$ cat src/rtl/ac_motor_gate_driver.sv
// Six-switch inverter gate driver: maps the commanded SVM vector onto per-phase
// hi/lo gates with dead-time insertion, shoot-through protection and a sticky fault.
module ac_motor_gate_driver #(
  parameter int unsigned DEAD_CYCLES = 100,
  parameter int unsigned DT_W        = 8
) (
  input  logic       CLK,
  input  logic       RST_N,
  input  logic       ENABLE,
  input  logic       U_0,
  input  logic       U_LOW,
  input  logic       U_HIGH,
  input  logic [2:0] SECTOR,
  output logic [2:0] GATE_HI,
  output logic [2:0] GATE_LO,
  output logic       FAULT
);

  localparam int unsigned NPH = 3;

  typedef enum logic [1:0] {
    PH_OFF,
    PH_DEAD,
    PH_ON_HI,
    PH_ON_LO
  } ph_state_t;

  ph_state_t       r_state [NPH];
  logic [DT_W-1:0] r_cnt   [NPH];
  logic [2:0]      r_u_q;       // {U_HIGH, U_LOW, U_0}
  logic            r_en_q;
  logic [2:0]      r_sector_q;
  logic [2:0]      r_gate_hi;
  logic [2:0]      r_gate_lo;
  logic            r_fault;

  logic       w_u_onehot;
  logic       w_u_zero;
  logic       w_sec_load;
  logic       w_sec_valid;
  logic       w_fault_now;
  logic [2:0] w_sector_nxt;
  logic [2:0] w_target;

  // Switching state per sector, bit order C B A, 1 = phase high
  function automatic logic [2:0] f_vec(input logic [2:0] s);
    logic [2:0] v;
    case (s)
      3'd1:    v = 3'b001;
      3'd2:    v = 3'b011;
      3'd3:    v = 3'b010;
      3'd4:    v = 3'b110;
      3'd5:    v = 3'b100;
      3'd6:    v = 3'b101;
      default: v = 3'b000;
    endcase
    return v;
  endfunction

  // Target vector and fault detection from the registered command
  always_comb begin
    w_u_onehot   = (r_u_q == 3'b001) || (r_u_q == 3'b010) || (r_u_q == 3'b100);
    w_u_zero     = (r_u_q == 3'b001);
    w_sec_load   = w_u_zero || !r_en_q;
    w_sec_valid  = (SECTOR != 3'd0) && (SECTOR != 3'd7);
    w_fault_now  = r_en_q && (!w_u_onehot || (w_sec_load && !w_sec_valid));
    w_sector_nxt = (r_sector_q == 3'd6) ? 3'd1 : (r_sector_q + 3'd1);
    w_target     = 3'b000;
    if (r_u_q == 3'b010) begin
      w_target = f_vec(r_sector_q);
    end else if (r_u_q == 3'b100) begin
      w_target = f_vec(w_sector_nxt);
    end
  end

  always_ff @(posedge CLK or negedge RST_N) begin
    if (!RST_N) begin
      r_u_q      <= 3'b001;
      r_en_q     <= 1'b0;
      r_sector_q <= 3'd1;
      r_gate_hi  <= 3'b000;
      r_gate_lo  <= 3'b000;
      r_fault    <= 1'b0;
      for (int i = 0; i < NPH; i++) begin
        r_state[i] <= PH_OFF;
        r_cnt[i]   <= '0;
      end
    end else begin
      r_u_q  <= {U_HIGH, U_LOW, U_0};
      r_en_q <= ENABLE;
      // Sector only moves outside active vectors; illegal sectors never load
      if (w_sec_load && w_sec_valid) begin
        r_sector_q <= SECTOR;
      end

      if (!r_en_q) begin
        r_fault   <= 1'b0;
        r_gate_hi <= 3'b000;
        r_gate_lo <= 3'b000;
        for (int i = 0; i < NPH; i++) begin
          r_state[i] <= PH_OFF;
          r_cnt[i]   <= '0;
        end
      end else if (w_fault_now || r_fault) begin
        r_fault   <= 1'b1;
        r_gate_hi <= 3'b000;
        r_gate_lo <= 3'b000;
        for (int i = 0; i < NPH; i++) begin
          r_state[i] <= PH_OFF;
          r_cnt[i]   <= '0;
        end
      end else begin
        for (int i = 0; i < NPH; i++) begin
          case (r_state[i])
            PH_OFF: begin
              r_state[i]   <= PH_DEAD;
              r_cnt[i]     <= DT_W'(DEAD_CYCLES);
              r_gate_hi[i] <= 1'b0;
              r_gate_lo[i] <= 1'b0;
            end
            PH_DEAD: begin
              // Target may change during dead time; the count is never restarted
              if (r_cnt[i] == DT_W'(1)) begin
                r_state[i]   <= w_target[i] ? PH_ON_HI : PH_ON_LO;
                r_gate_hi[i] <= w_target[i];
                r_gate_lo[i] <= !w_target[i];
              end else begin
                r_cnt[i]     <= r_cnt[i] - DT_W'(1);
                r_gate_hi[i] <= 1'b0;
                r_gate_lo[i] <= 1'b0;
              end
            end
            PH_ON_HI: begin
              if (!w_target[i]) begin
                r_state[i]   <= PH_DEAD;
                r_cnt[i]     <= DT_W'(DEAD_CYCLES);
                r_gate_hi[i] <= 1'b0;
                r_gate_lo[i] <= 1'b0;
              end else begin
                r_gate_hi[i] <= 1'b1;
                r_gate_lo[i] <= 1'b0;
              end
            end
            PH_ON_LO: begin
              if (w_target[i]) begin
                r_state[i]   <= PH_DEAD;
                r_cnt[i]     <= DT_W'(DEAD_CYCLES);
                r_gate_hi[i] <= 1'b0;
                r_gate_lo[i] <= 1'b0;
              end else begin
                r_gate_hi[i] <= 1'b0;
                r_gate_lo[i] <= 1'b1;
              end
            end
            default: begin
              r_state[i]   <= PH_OFF;
              r_gate_hi[i] <= 1'b0;
              r_gate_lo[i] <= 1'b0;
            end
          endcase
        end
      end
    end
  end

  assign GATE_HI = r_gate_hi;
  assign GATE_LO = r_gate_lo;
  assign FAULT   = r_fault;

endmodule
$ cat config.mk
export PLATFORM = sky130hd
export DESIGN_NAME = ac_motor_gate_driver
export DESIGN_NICKNAME = d
export VERILOG_FILES = /design/src/rtl/ac_motor_gate_driver.sv
export SDC_FILE = /design/constraint.sdc
export NUM_CORES = 1
export LEC_CHECK = 0
export CAP_MARGIN = 30
export CELL_PAD_IN_SITES_DETAIL_PLACEMENT = 0
export CELL_PAD_IN_SITES_GLOBAL_PLACEMENT = 2
export CORE_MARGIN = 2
export CORE_UTILIZATION = 30
export DETAILED_ROUTE_END_ITERATION = 6
export PLACE_DENSITY_LB_ADDON = 0.08
export SKIP_LAST_GASP = 1
export SYNTH_ARGS = -nofsm -noshare
export SYNTH_HDL_FRONTEND = slang
export SYNTH_SLANG_ARGS = --single-unit
export TNS_END_PERCENT = 100
$ cat constraint.sdc
create_clock -name CLK -period 2.7 [get_ports CLK]
set_input_delay 0.405 -clock CLK [delete_from_list [all_inputs] [get_ports CLK]]
set_output_delay 0.405 -clock CLK [all_outputs]
set_load 0.01 [all_outputs]
==> impl_metrics.toml, run 1 <==
[routing]
drtPass1Iterations = 4
wire_per_inst_um = 14.6
vias = 2067
drtAntennaViolNets = 0
drtIter0Drc = 38
drc = 0
drt-total-wl_mm = 5.87
post_drt_via_cell_ratio = 5.14

[clocking]
cts_sinks = 44
ctsHoldBuffers = 1
clk_pin_slew_ns = 0.10
htree_levels = 2
cts_root_buffer = "clkbuf_8"
clk_latency_ns = 0.30
cts_tree = "built"
cts_buffer_depth = 2
postCtsResizedCells = 0
numCtsBuffers = 5
post-cts-setup-buffer-count = 0

[worst_setup_path]
reg2reg_to = "r_cnt[12]"
r2r_start = "r_u_q[2]"
r2r_slack_ns = 0.50
worst-r2r-cell-count = 6
required_ns = 2.90
cp.arrival_ns = 2.40
crit_fanout = 11
crit_path_start_kind = "register"
cp-end-kind = "register"
worstSetupPathType = "register to register"

[layout]
synthToLayoutAreaGrowth_pct = 14.2
num_antenna_cells = 0
fin_nets = 308
final_util = 0.349
drive_gt1_frac = 0.105
fillerInstances = 899

[timing]
worst_pin_slew_ns = 0.562
fin_setup_tns_ns = 0
fmax_ghz = 0.456
timing.final.crit_period_ns = 2.20
hold_viol = 0
rsz0062_at_grt = "no"
finalClockSkew_ns = 0.0114
setup_viol = 0
period_share = 0.813
slew_violations = 0
slew_headroom = 0.622

[synth]
synth.cell_area_um2 = 2640
synth_cells = 273
avgSynthCellArea_um2 = 9.66
synth_warnings = 0
synth.area.top_cells = "dfrtp_1 40%, a21oi_1 3.2%, nand2_1 3.1%"
async_flop_share = 1.00
synth_top_cell_area_share = 0.398
syn_nets = 288
synth_edf_count = 0
ys.flop_type = "dfrtp_1"
ys_seq_elements = 44
ys_seq_area_frac = 0.418
synth_top_cell_by_area = "dfrtp_1"
ys_types = 60

[floorplanning]
die_h_um = 97.8
core-area_um2 = 8640
die-area_um2 = 9560
die_w_um = 97.8
initial_core_util = 0.305
io-pin-count = 16
num_rows = 34

[global_routing]
grt_pass1_vias = 2078
overflow = 0
antenna_found_initial = 0
grt_max_degree = 34
grt_pass1_wl_mm = 10.3
track_usage = 0.133

[run]
cap_violations = 0

[place]
portBuffers = 15
gp_congestion = 0.708
dp_hpwl_mm = 4.23

[outcome]
status = "complete, no violations"

[power]
irDropWorstVdd_mv = 0.162
p_per_area_nw_per_um2 = 460
leakage_uw = 0.00127

[hold_path]
min_path_type = "primary input to async pin"
==> logic make-up (layout without fill, tap and decap cells) <==
kind of cell / count (synthesis) / after routing / share of synthesized area
and+or+nand+nor: 111 / 111 / 0.242
AOI/OAI and AO/OA: 78 / 78 / 0.224
DFF: 44 / 44 / 0.418
buffers and inverters: 22 / 43 / 0.0427
muxes: 7 / 7 / 0.0280
adders and majority gates: 6 / 6 / 0.0285
xor gates and xnor gates: 5 / 5 / 0.0166
==> flip-flops by register name, indices dropped and copies added, names as in the netlist <==
register and count:
r_state 6, r_en_q 1, r_cnt 24, r_sector_q 3
GATE_LO 3, r_u_q 3, GATE_HI 3, FAULT 1
==> cell usage after synthesis, drive strengths merged, types with 5 or more instances <==
master and count:
nor4 6, o21a 5, a311oi 5, inv 15, nand2 23, nor3 8, nand2b 14, dfrtp 42
nand3 7, mux2i 7, o21ai 11, o31ai 6, a21oi 18, nor2 22, or3 5, ha 6
and3 7, a211oi 6
==> critical path: stages, from the launching register on <==
cell and delay (ns):
dfrtp_1 0.52, nand2b_4 0.21, nor3_1 0.41, o2111ai_1 0.34, a21oi_2 0.37, nor4_1 0.09
o21a_1 0.17
==> worst max-delay path by stage <==
stage              start   endpoint  slack (ns)  cells past startpoint
6_report        r_u_q[2]  r_cnt[12]        0.50                      6
4_1_cts         r_u_q[0]   r_cnt[5]        0.47                      5
3_5_place_dp   SECTOR[1]  r_cnt[15]        0.31                      8
2_1_floorplan   r_cnt[5]   r_cnt[4]        0.73                      7
5_1_grt         r_u_q[2]  r_cnt[12]        0.31                      6
3_3_place_gp   SECTOR[1]   r_cnt[6]        0.32                      7
==> routing by layer <==
metal	vias up	GRT usage	wire, um
met1	994	0.188	3110
li1	1048	-	-
met5	-	0	0
met4	0	0.0438	70
met3	4	0.0258	127
met2	21	0.204	2560
==> where the power goes <==
part	internal, uW	switching [uW]
Combinational	91.2	113
Clock	208	247
Sequential	685	42.5
==> cell usage in the layout (no fill, tap or decap), types with 4 or more instances in the layout <==
cell type | synthesis | routed
dfrtp_1 | 42 | 42
nand2_1 | 22 | 22
nor2_1 | 22 | 22
a21oi_1 | 17 | 17
inv_1 | 15 | 15
clkdlybuf4s50_1 | 0 | 14
nand2b_1 | 13 | 13
o21ai_0 | 9 | 9
nor3_1 | 8 | 8
nand3_1 | 7 | 7
and3_1 | 6 | 6
nor4_1 | 6 | 6
mux2i_1 | 6 | 6
ha_1 | 6 | 6
clkbuf_8 | 1 | 6
o21a_1 | 5 | 5
a211oi_1 | 5 | 5
a311oi_1 | 5 | 5
a211o_1 | 4 | 4
or3_1 | 4 | 4
xor2_1 | 4 | 4
o221a_1 | 4 | 4
o31ai_1 | 4 | 4
==> final cells by class <==
class	instances	area, um^2	share of cell area
clock buffer	6	82.6	0.0274
clock inverter	2	15.0	0.00499
inverter	15	56.3	0.0187
multi-input combinational	207	1420	0.472
sequential	44	1100	0.366
tap	108	135	0.0449
timing repair buffer	20	198	0.0656
==> through the flow <==
| stage | total power (uW) | instance area (um^2) | setup WS [ns] | hold WS, ns | cells |
|---|---|---|---|---|---|
| 6_report | 1390 | 3010 | 0.505 | 0.498 | 402 |
| 5_1_grt | 1470 | 3010 | 0.314 | 0.503 | 402 |
| 4_1_cts | 1420 | 3010 | 0.470 | 0.501 | 402 |
| 3_5_place_dp | 947 | 2900 | 0.310 | 0.307 | 393 |
| 3_3_place_gp | 952 | 2900 | 0.321 | 0.305 | 393 |
| 2_1_floorplan | 874 | 2640 | 0.733 | 0.109 | 273 |
(Power assumes the default switching activity.)
==> run 2, diff against run 1 <==
- clock period: 2.7 -> 2.2 ns (I/O delays scaled with it)
==> run 2 against run 1 <==
- the flow now finishes with violations (negative hold slack)
- die area unchanged
- first-iteration DRC count rose by 61%
- count of clock-buffer cells in the layout increased by 2
- total power rose by 23%
- largest cell class unchanged
==> impl_metrics.toml, run 2 (synthesis results as in run 1) <==
[place]
pre_cts_ws_ns = -0.0210
portBuffers = 15
dp_cells = 409
dp_hpwl_mm = 4.55
gp_congestion = 0.748

[floorplanning]
die_h_um = 97.8
die-area_um2 = 9560
core-area_um2 = 8640
die_w_um = 97.8
io-pin-count = 16
num_rows = 34
initial_core_util = 0.305

[timing]
fin_setup_tns_ns = 0
fin_ws_ns = 0.148
slew_violations = 0
finalClockSkew_ns = 0.00910
worst_pin_slew_ns = 0.523
fmax_ghz = 0.487
period_share = 0.933
slew_headroom = 0.651
hold-worst-slack_ns = -0.00332
timing.final.crit_period_ns = 2.05
rsz0062_at_grt = "yes"
setup_viol = 0
hold_viol = 6

[global_routing]
grt_pass1_vias = 2076
track_usage = 0.135
antenna_found_initial = 0
overflow = 0
grt_max_degree = 24
grt_pass1_wl_mm = 10.5

[routing]
drtIter0Drc = 61
wire_per_inst_um = 14.4
vias = 2095
post_drt_via_cell_ratio = 5.01
drtPass1Iterations = 4
drtAntennaViolNets = 0
drc = 0
drt-total-wl_mm = 6.03

[run]
cap_violations = 0

[layout]
top_regs = "r_cnt: 24 flops, r_state: 6 flops"
drive_gt1_frac = 0.165
largest-register = "r_cnt"
fin_nets = 324
layout_commonest_cell = "dfrtp_1"
final_cells = 418
synthToLayoutAreaGrowth_pct = 19.4
largest_reg_flops = 24
num_antenna_cells = 0
mostFrequentLayoutCells = "40 x dfrtp_1, 22 x nand2_1, 22 x nor2_1, 19 x buf_4, 17 x a21oi_1"

[clocking]
numCtsBuffers = 5
cts_buffer_depth = 2
cts_root_buffer = "clkbuf_8"
cts_sinks = 44
ctsHoldBuffers = 0
clk_latency_ns = 0.30
clk_pin_slew_ns = 0.09
cts_tree = "built"
htree_levels = 2

[worst_setup_path]
critPathTopFamily = "compound AO/OA/AOI/OAI gates"
worstSetupPathType = "register to register"
slowest_stage = "dfrtp_1"
critPathBufInv = 0
r2r_slack_ns = 0.15
crit_path_start_kind = "register"
cp.arrival_ns = 2.27
crit_fanout = 9
critPathMaxStageDelay_ns = 0.49
required_ns = 2.42
crit_chain = "nand2b_4 -> o32a_2 -> a211o_1 -> and4_2 -> o21ai_2 -> mux2i_1"
reg2reg_to = "r_cnt[7]"
r2r_start = "r_u_q[2]"
worst-r2r-cell-count = 6
cp-end-kind = "register"

[power]
p_per_area_nw_per_um2 = 541
irDropWorstVdd_mv = 0.211
leakage_uw = 0.00135

[outcome]
status = "finished, violations left"
failed_checks = "negative hold slack"

[hold_path]
min_path_type = "primary input to async pin"
run 2: cell types whose count changed in the layout (fill, tap and decap cells not counted):
cell / previous run / this run
a211oi_2: 0 / 1
dfrtp_2: 0 / 2
o2111ai_1: 1 / 0
and4_1: 1 / 0
a211oi_1: 5 / 4
dlygate4sd3_1: 1 / 0
o2111ai_2: 0 / 1
buf_12: 1 / 2
dfrtp_1: 42 / 40
clkinvlp_4: 2 / 0
clkbuf_1: 0 / 2
and4_2: 0 / 1
buf_4: 3 / 19
run 2: worst max-delay path by stage:
stage	start	end	slack (ns)	cells after the start
2_1_floorplan	r_cnt[5]	r_cnt[4]	0.23	7
3_3_place_gp	r_sector_q[2]	r_cnt[3]	-0.02	6
3_5_place_dp	SECTOR[2]	r_cnt[4]	-0.02	8
4_1_cts	r_sector_q[2]	r_cnt[7]	0.07	6
5_1_grt	r_cnt[6]	r_cnt[3]	0.002	6
6_report	r_u_q[2]	r_cnt[7]	0.15	6
run 2: area by class of cell:
type,instances,area [um^2]
fill,897,5490
multi-input combinational,207,1430
timing repair buffer,36,328
clock buffer,8,90.1
inverter,15,56.3
tap,108,135
sequential,44,1110
run 2: metal layers:
| metal | global-route usage | wire length [um] | share of wire |
|---|---|---|---|
| met3 | 0.0251 | 112 | 0.019 |
| met1 | 0.200 | 3250 | 0.54 |
| met5 | 0 | 0 | 0 |
| met4 | 0.0385 | 62 | 0.010 |
| met2 | 0.203 | 2600 | 0.43 |
run 2: through the flow:
stage / area (um^2) / total power, uW / util
final: 3150 / 1700 / 0.365
after global routing: 3150 / 1810 / 0.365
after CTS: 3130 / 1730 / 0.363
after detailed placement: 3040 / 1180 / 0.352
after global placement: 3040 / 1190 / 0.352
after floorplan: 2640 / 1070 / -
run 2: worst register-to-register path, delay by kind of cell (launching register included):
family	cells	cell delay, ns
AOI/OAI and AO/OA	3	0.81
DFF	1	0.49
muxes	1	0.19
and+or+nand+nor	2	0.49
run 2: repair_timing:
item                                    4_1_cts  5_1_grt
pin swaps                                     0        0
resized for setup                             0        5
endpoints found under the hold margin         0        0
endpoints found under the setup margin        3        9
setup buffers                                 1        0
run 2: where the power goes:
part / switching [uW] / internal (uW) / total, uW
Sequential: 48.8 / 841 / 890
Combinational: 150 / 126 / 277
Clock: 281 / 257 / 537
